**src/rtl/jk_ctrl_pkg.sv**
```systemverilog
// jk_ctrl_pkg: shared states, JK command codes and the expected-result helper
package jk_ctrl_pkg;

    typedef enum logic [1:0] {
        S_IDLE   = 2'd0,
        S_DRIVE  = 2'd1,
        S_SAMPLE = 2'd2
    } state_t;

    localparam logic [1:0] CMD_HOLD   = 2'b00;
    localparam logic [1:0] CMD_SET    = 2'b10;
    localparam logic [1:0] CMD_RESET  = 2'b01;
    localparam logic [1:0] CMD_TOGGLE = 2'b11;

    function automatic logic jk_expected(input logic [1:0] cmd, input logic qprev);
        return (cmd == CMD_SET)    ? 1'b1 :
               (cmd == CMD_RESET)  ? 1'b0 :
               (cmd == CMD_TOGGLE) ? ~qprev : qprev;
    endfunction

endpackage

```
**src/rtl/rr_arbiter.sv**
```systemverilog
// rr_arbiter: combinational round-robin pick starting at the priority pointer
module rr_arbiter #(
    parameter int NREQ = 4,
    localparam int PW = $clog2(NREQ)
) (
    input  logic [NREQ-1:0] req,
    input  logic [PW-1:0]   pointer,
    input  logic            enable,
    output logic [NREQ-1:0] winner,
    output logic [PW-1:0]   next_pointer
);

    logic [PW-1:0] w_idx;
    logic          w_found;

    // scan from the pointer upward with wrap; first active request wins
    always_comb begin
        winner       = '0;
        next_pointer = pointer;
        w_found      = 1'b0;
        w_idx        = '0;
        for (int i = 0; i < NREQ; i++) begin
            w_idx = PW'((int'(pointer) + i) % NREQ);
            if (enable && !w_found && req[w_idx]) begin
                winner[w_idx] = 1'b1;
                next_pointer  = PW'((int'(w_idx) + 1) % NREQ);
                w_found       = 1'b1;
            end
        end
    end

endmodule

```
**src/rtl/jk_cmd_arbiter.sv**
```systemverilog
// jk_cmd_arbiter: round-robin sharing of one JK cell with result check
module jk_cmd_arbiter
    import jk_ctrl_pkg::*;
#(
    parameter int NREQ = 4
) (
    input  logic              clk,
    input  logic              rst_n,
    input  logic [NREQ-1:0]   req,
    input  logic [2*NREQ-1:0] cmd,
    input  logic              err_clr,
    input  logic              q,
    output logic              j,
    output logic              k,
    output logic [NREQ-1:0]   gnt,
    output logic              done,
    output logic              rdata,
    output logic              err
);

    localparam int PW = $clog2(NREQ);

    state_t          r_state, w_state_nx;
    logic [PW-1:0]   r_ptr, w_ptr_nx;
    logic [NREQ-1:0] w_winner, r_gnt;
    logic [1:0]      w_win_cmd, r_cmd;
    logic            w_any, w_start, w_mismatch;
    logic            r_qprev, r_rdata, r_err, r_j, r_k, r_done;

    rr_arbiter #(.NREQ(NREQ)) u_arb (
        .req          (req),
        .pointer      (r_ptr),
        .enable       (r_state == S_IDLE),
        .winner       (w_winner),
        .next_pointer (w_ptr_nx)
    );

    assign w_any      = |w_winner;
    assign w_start    = (r_state == S_IDLE) && w_any;
    assign w_mismatch = (r_state == S_SAMPLE) && (q != jk_expected(r_cmd, r_qprev));

    // select the winning requester's command
    always_comb begin
        w_win_cmd = CMD_HOLD;
        for (int i = 0; i < NREQ; i++)
            if (w_winner[i]) w_win_cmd = cmd[2*i +: 2];
    end

    // next state: IDLE -> DRIVE on a grant, then SAMPLE, then back to IDLE
    always_comb begin
        w_state_nx = S_IDLE;
        case (r_state)
            S_IDLE:  w_state_nx = w_any ? S_DRIVE : S_IDLE;
            S_DRIVE: w_state_nx = S_SAMPLE;
            default: w_state_nx = S_IDLE;
        endcase
    end

    // state register
    always_ff @(posedge clk or negedge rst_n) begin
        if (!rst_n) r_state <= S_IDLE;
        else        r_state <= w_state_nx;
    end

    // grant, command drive, capture and sticky error registers
    always_ff @(posedge clk or negedge rst_n) begin
        if (!rst_n) begin
            r_ptr   <= '0;
            r_gnt   <= '0;
            r_cmd   <= CMD_HOLD;
            r_qprev <= 1'b0;
            r_j     <= 1'b0;
            r_k     <= 1'b0;
            r_done  <= 1'b0;
            r_rdata <= 1'b0;
            r_err   <= 1'b0;
        end else begin
            r_j    <= w_start ? w_win_cmd[1] : 1'b0;
            r_k    <= w_start ? w_win_cmd[0] : 1'b0;
            r_done <= (r_state == S_DRIVE);
            if (r_state == S_IDLE)
                r_gnt <= w_winner;
            else if (r_state == S_SAMPLE)
                r_gnt <= '0;
            if (w_start) begin
                r_ptr   <= w_ptr_nx;
                r_cmd   <= w_win_cmd;
                r_qprev <= q;
            end
            if (r_state == S_SAMPLE)
                r_rdata <= q;
            r_err <= err_clr ? 1'b0 : (r_err | w_mismatch);
        end
    end

    assign j    = r_j;
    assign k    = r_k;
    assign gnt  = r_gnt;
    assign done = r_done;
    assign err  = r_err;
    // the cell only settles on the edge entering SAMPLE, so q is forwarded while done is high and held afterwards
    assign rdata = (r_state == S_SAMPLE) ? q : r_rdata;

endmodule
```
**config.mk**
```make
export PLATFORM = sky130hd
export DESIGN_NAME = jk_cmd_arbiter
export DESIGN_NICKNAME = d
export VERILOG_FILES = /design/src/rtl/jk_ctrl_pkg.sv /design/src/rtl/rr_arbiter.sv /design/src/rtl/jk_cmd_arbiter.sv
export SDC_FILE = /design/constraint.sdc
export NUM_CORES = 1
export LEC_CHECK = 0
export BUFFER_PORTS_ARGS = -buffer_cell sky130_fd_sc_hd__buf_2
export CAP_MARGIN = 20
export CORE_AREA = 2 2 50 52
export DETAILED_ROUTE_END_ITERATION = 10
export DIE_AREA = 0 0 52 54
export PLACE_DENSITY = 0.85
export SYNTH_ARGS = -nofsm -noshare
export SYNTH_HDL_FRONTEND = slang
export SYNTH_SLANG_ARGS = --single-unit
```
**constraint.sdc**
```tcl
create_clock -name clk -period 4.1 [get_ports clk]
set_input_delay 0.82 -clock clk [delete_from_list [all_inputs] [get_ports clk]]
set_output_delay 0.82 -clock clk [all_outputs]
set_load 0.005 [all_outputs]
```
# [After elaboration in Yosys (flattened, before gate mapping)]
# Index checks and enable logic that the tools add are counted.
[totals] regBits=16 inputBits=16 output_inout_bits=9 elab_cells=98
[op_classes] n_addsub=6 magnitude_cmp=8 n_eq_ne=6 n_mux=42 bitwise_logic=5 reduce_logical=21
[op_table] operator="$mux W4" count=6
[op_table] operator="$mux W1" count=19
[op_table] operator="$mux W2" count=8
[op_table] operator="$logic_and A1 B1 Y1" count=13
[op_table] operator="$lt A2 B3 Y1 const B" count=4
[op_table] operator="$or A4 B4 Y4" count=3
[op_table] operator="$add A2 B1 Y2 const B" count=4
[op_table] operator="$bmux W1 S2" count=4
[op_table] operator="$demux W1 S2" count=4
[op_table] operator="$ge A2 B1 Y1 const B" count=4
[op_table] operator="$eq A2 B2 Y1 const B" count=3
[op_table] operator="$add A2 B2 Y2 const B" count=2
[op_table] operator="$eq A2 B1 Y1 const B" count=2
[op_table] operator="$pmux W2 S2" count=1
[op_table] operator="$reduce_bool A4 Y1" count=1
[op_table] operator="$reduce_or A4 Y1" count=1
[op_table] operator="$logic_not A1 Y1" count=3
[op_table] operator="$logic_not A2 Y1" count=1
[op_table] operator="$reduce_and A2 Y1" count=1
[op_table] operator="$reduce_bool A2 Y1" count=1
[op_table] operator="$ne A1 B1 Y1" count=1
[op_table] operator="$not A1 Y1" count=1
[op_table] operator="$or A1 B1 Y1" count=1

# [Logic depth before layout (Yosys ltp)]
[depth] word_depth=21 mapped_depth=11 ltp_nobuf=9

# [By module]
# A second synthesis with hierarchy kept.
[unflattened] hier_cells=102 hier_area_um2=1087.3
[modules_own_cells] mod="jk_cmd_arbiter" n_inst=1 cells_per_inst=56 area_each_um2=633.1 seq_area_each_um2=375.4
[modules_own_cells] mod="rr_arbiter" n_inst=1 cells_per_inst=46 area_each_um2=454.2 seq_area_each_um2=0.0

# [Worst setup path before layout]
# Ideal clock, no wire load.
[synth_path] path_type="register to register" from="register r_ptr[0]" to="register r_cmd[0]" setup_ps=132 arrival_ps=2894 t_required_ps=3968 path_slack_ps=1074 stages_incl_launch_ff=12 path_buffers=2 synth_period_minus_slack_ps=3026 cell_sequence="dfrtp_1 buf_2 inv_1 ha_1 or3_1 o22a_2 and3b_1 buf_6 a221oi_4 nor2b_2 a21oi_1 or3b_1"
[synth_via] elab_chain_cells=20 word_cells_on_any_way=57 classes_between="3 x add/sub; 8 x order compare; 27 x mux; 3 x bitwise; 16 x reduce/logical"
[synth_lines] item="start, declared" line="jk_cmd_arbiter.sv:24" rtl="logic [PW-1:0] r_ptr, w_ptr_nx;"
[synth_lines] item="start signal, assigned" line="jk_cmd_arbiter.sv:86" rtl="r_ptr <= w_ptr_nx;"
[synth_lines] item="branches (longest 15 deep; another with $lt A2 B3 Y1)"
[synth_lines] item="$mux W4 *" line="rr_arbiter.sv:24" rtl="if (enable && !w_found && req[w_idx]) begin"
[synth_lines] item="$mux W2 (4 in series)" line="jk_cmd_arbiter.sv:46" rtl="if (w_winner[i]) w_win_cmd = cmd[2*i +: 2];"
[synth_lines] item="end signal, assigned" line="jk_cmd_arbiter.sv:87" rtl="r_cmd <= w_win_cmd;"
[synth_lines] item="end, declared" line="jk_cmd_arbiter.sv:26" rtl="logic [1:0] w_win_cmd, r_cmd;"
# Every way passes the cells marked *. The select of a mux whose other input is x is not followed.
# A chain may end at the register's enable or synchronous reset.

# [Worst setup path in the final report]
# Same ends and word-level chain as after synthesis.

==> impl_metrics.toml <==
[yosys]
synth_seq_cells = 15
async_flop_share = 1.00
synth_top_cell_by_area = "dfrtp_1"
synth_ff_type = "dfrtp_1"
yosysUniqueCellTypes = 37
synth_top_area_share = 0.331
synth_area_per_cell_um2 = 9.93
yosysSeqAreaShare = 0.331
yosys_warnings = 0
netlist_area_um2 = 1130
synth_nets = 136
synth-edff-count = 0
synth_area_leaders = "dfrtp_1 (33%), ha_1 (6.6%), mux4_2 (6.0%)"
synthCells = 114

[critical_path]
r2r_slack_ns = 0.62
max_stage_delay_ns = 0.68
crit_slowest_cell = "dfrtp_1"
crit_buf_inv = 1
path_depth = 9
timing.rr.start = "r_ptr[0]"
r2r-end = "r_cmd[0]"
crit_arrival_ns = 3.64
cp-endpoint = "r_cmd[0]"
critPathLaunchType = "flop"
cp.required_ns = 4.26
crit_chain = "inv_1 > ha_1 > or3_1 > o22a_2 > and3b_1 > a221oi_2 > nand3b_1 > a21oi_1 > or3b_1"
critPathLaunch = "r_ptr[0]"
reg2regPathDepth = 9
cp-end-kind = "flop"
cp_max_fo = 13
crit_type = "reg2reg"
crit_family = "simple AND/OR/NAND/NOR gates"

[grt]
grt_pass1_wl_um = 3880
antenna_found_initial = 0
grt_use_total = 0.186
gr-total-overflow = 0
grt_start_max_net_pins = 16
first_global_vias = 822

[cells_and_area]
num_antenna_cells = 0
nNetsFinal = 159
finalNonFillerCells = 166
area_growth_pct = 13.5
layout-drive-gt1-share = 0.309

[placed_design]
dp_cells = 161
port_buffers = 24
dpl.hpwl_um = 1870
place_congestion = 0.880

[clock_tree]
cts_max_level = 1
postCtsResizedCells = 0
path_clk_slew_ns = 0.09
root_buffer = "clkbuf_4"
cts_setup_buffers = 0
numCtsBuffers = 3
cts_tree = "yes"
cts_hold_buffers = 0
worst_skew_pair.late_latency_ns = 0.27
clkSinkCount = 15
cts.path.max_buffers = 2

[power_and_ir_drop]
internal_power_mw = 0.607
powerDensity_nw_per_um2 = 888
p_leak_nw = 0.622
switching_power_mw = 0.535
switching_share = 0.468
power.clock.fraction = 0.071
power_mw = 1.14
combPwrFrac = 0.658
peakVddDrop_mv = 0.597
power_frac_seq = 0.272

[timing]
slew_violations = 0
fmax_mhz = 287
fin_crit_ns = 3.48
fin_worst_skew_ns = 0.00236
setup_tns_ns = 0
min_period_over_period = 0.849
hold_viol = 0
hold_slack_ns = 0.433
worst_slew_pin_slew_ns = 0.524
timing.slew.headroom = 0.650
setup_viol = 0
grt_setup_unrepaired = "false"

[floorplan]
dieArea_um2 = 2810
fp.coreArea_um2 = 2320
die_width_um = 52
io_pins = 25
initial_core_util = 0.488
core.rowCount = 18
die_h_um = 54

[status]
status = "completed"

[flow_run]
cap_violations = 0

[hold_path]
hold_class = "in2async"

[detailed_routing]
dr.pass1.iters = 4
drtIter0Drc = 12
postRouteAntennaNets = 0
drcViolationCount = 0
vias = 956
drt_wl_total_um = 2450
viasPerCell = 5.76
wl_per_cell_um = 14.7
==> power by group through the flow <==
| stage | Combinational (mW) | Clock, mW | Sequential, mW |
|---|---|---|---|
| 2_1_floorplan | 0.649 | 0 | 0.256 |
| 3_3_place_gp | 0.720 | 0 | 0.307 |
| 3_5_place_dp | 0.741 | 0 | 0.311 |
| 4_1_cts | 0.749 | 0.0817 | 0.309 |
| 5_1_grt | 0.828 | 0.0927 | 0.323 |
| 6_report | 0.751 | 0.0806 | 0.310 |
==> state kept, by name, summed over array words and instances (netlist names) <==
register  flops
gnt           4
r_cmd         2
r_ptr         2
done          1
err           1
j             1
k             1
r_qprev       1
r_rdata       1
r_state       1
==> cells in the mapped netlist (all sizes together), types with 2 or more instances <==
cell / instances
o31ai: 4
nor3: 2
a21oi: 5
nand2b: 2
ha: 6
mux4: 3
or3: 2
a221oi: 4
mux2: 2
dfrtp: 15
inv: 9
mux2i: 5
nor2: 7
buf: 5
or3b: 3
nand2: 14
nand3: 4
nor2b: 3
xnor2: 2
o21ai: 2
clkbuf: 2
nand3b: 2
==> worst min-delay path by stage <==
| stage | start | endpoint |
|---|---|---|
| 3_5_place_dp | gnt[1] | gnt[1] |
| 5_1_grt | rst_n | j |
| 4_1_cts | rst_n | r_rdata |
| 3_3_place_gp | gnt[0] | gnt[0] |
| 2_1_floorplan | gnt[0] | gnt[0] |
| 6_report | rst_n | r_qprev |
==> layout by cell type, fill, tap and decap left out, types with 3 or more instances in the layout <==
master    count
buf_2        24
dfrtp_1      15
nand2_1      14
inv_1         9
nor2_1        7
ha_1          6
mux2i_1       5
a21oi_1       5
nand3_1       4
o31ai_1       4
clkbuf_4      4
mux4_2        3
or3b_1        3
==> logic make-up after synthesis <==
| logic type | after synthesis | share of synthesized area |
|---|---|---|
| buf+inv | 16 | 0.0707 |
| xor+xnor | 2 | 0.0155 |
| mux | 10 | 0.124 |
| fa+ha+maj | 6 | 0.0663 |
| simple gates | 43 | 0.208 |
| flops | 15 | 0.331 |
| compound gates | 22 | 0.185 |
==> worst register-to-register path: cells and delay by family, from the launching register on <==
family                   cells  cell delay, ns
AO/OA/AOI/OAI                3            0.87
adder cells (fa/ha/maj)      1            0.40
buffers and inverters        1            0.15
flip-flops                   1            0.68
AND/OR/NAND/NOR              4            1.27
==> metal layers <==
layer | wire length (um) | track usage | vias up
met2 | 1210 | 0.304 | 27
met4 | 20 | 0.0526 | 0
met1 | 1120 | 0.262 | 465
met3 | 98 | 0.0194 | 4
met5 | 0 | 0 | -
li1 | - | - | 460
==> area by class of cell <==
class	instances	area, um^2
clock inverters	1	5.00
flip-flops and latches	15	375
well taps	30	37.5
inverters	9	33.8
clock buffers	3	22.5
fillers	208	1030
repair buffers	25	128
multi-input cells	83	683
==> metrics by stage <==
stage          utilization  cell area, um^2  setup slack [ns]
4_1_cts              0.551             1280             0.428
3_3_place_gp         0.539             1250             0.634
6_report             0.554             1280             0.619
2_1_floorplan            -             1130              1.07
5_1_grt              0.554             1280             0.400
3_5_place_dp         0.539             1250             0.452
Note: power is estimated with default switching activity, not from simulation.
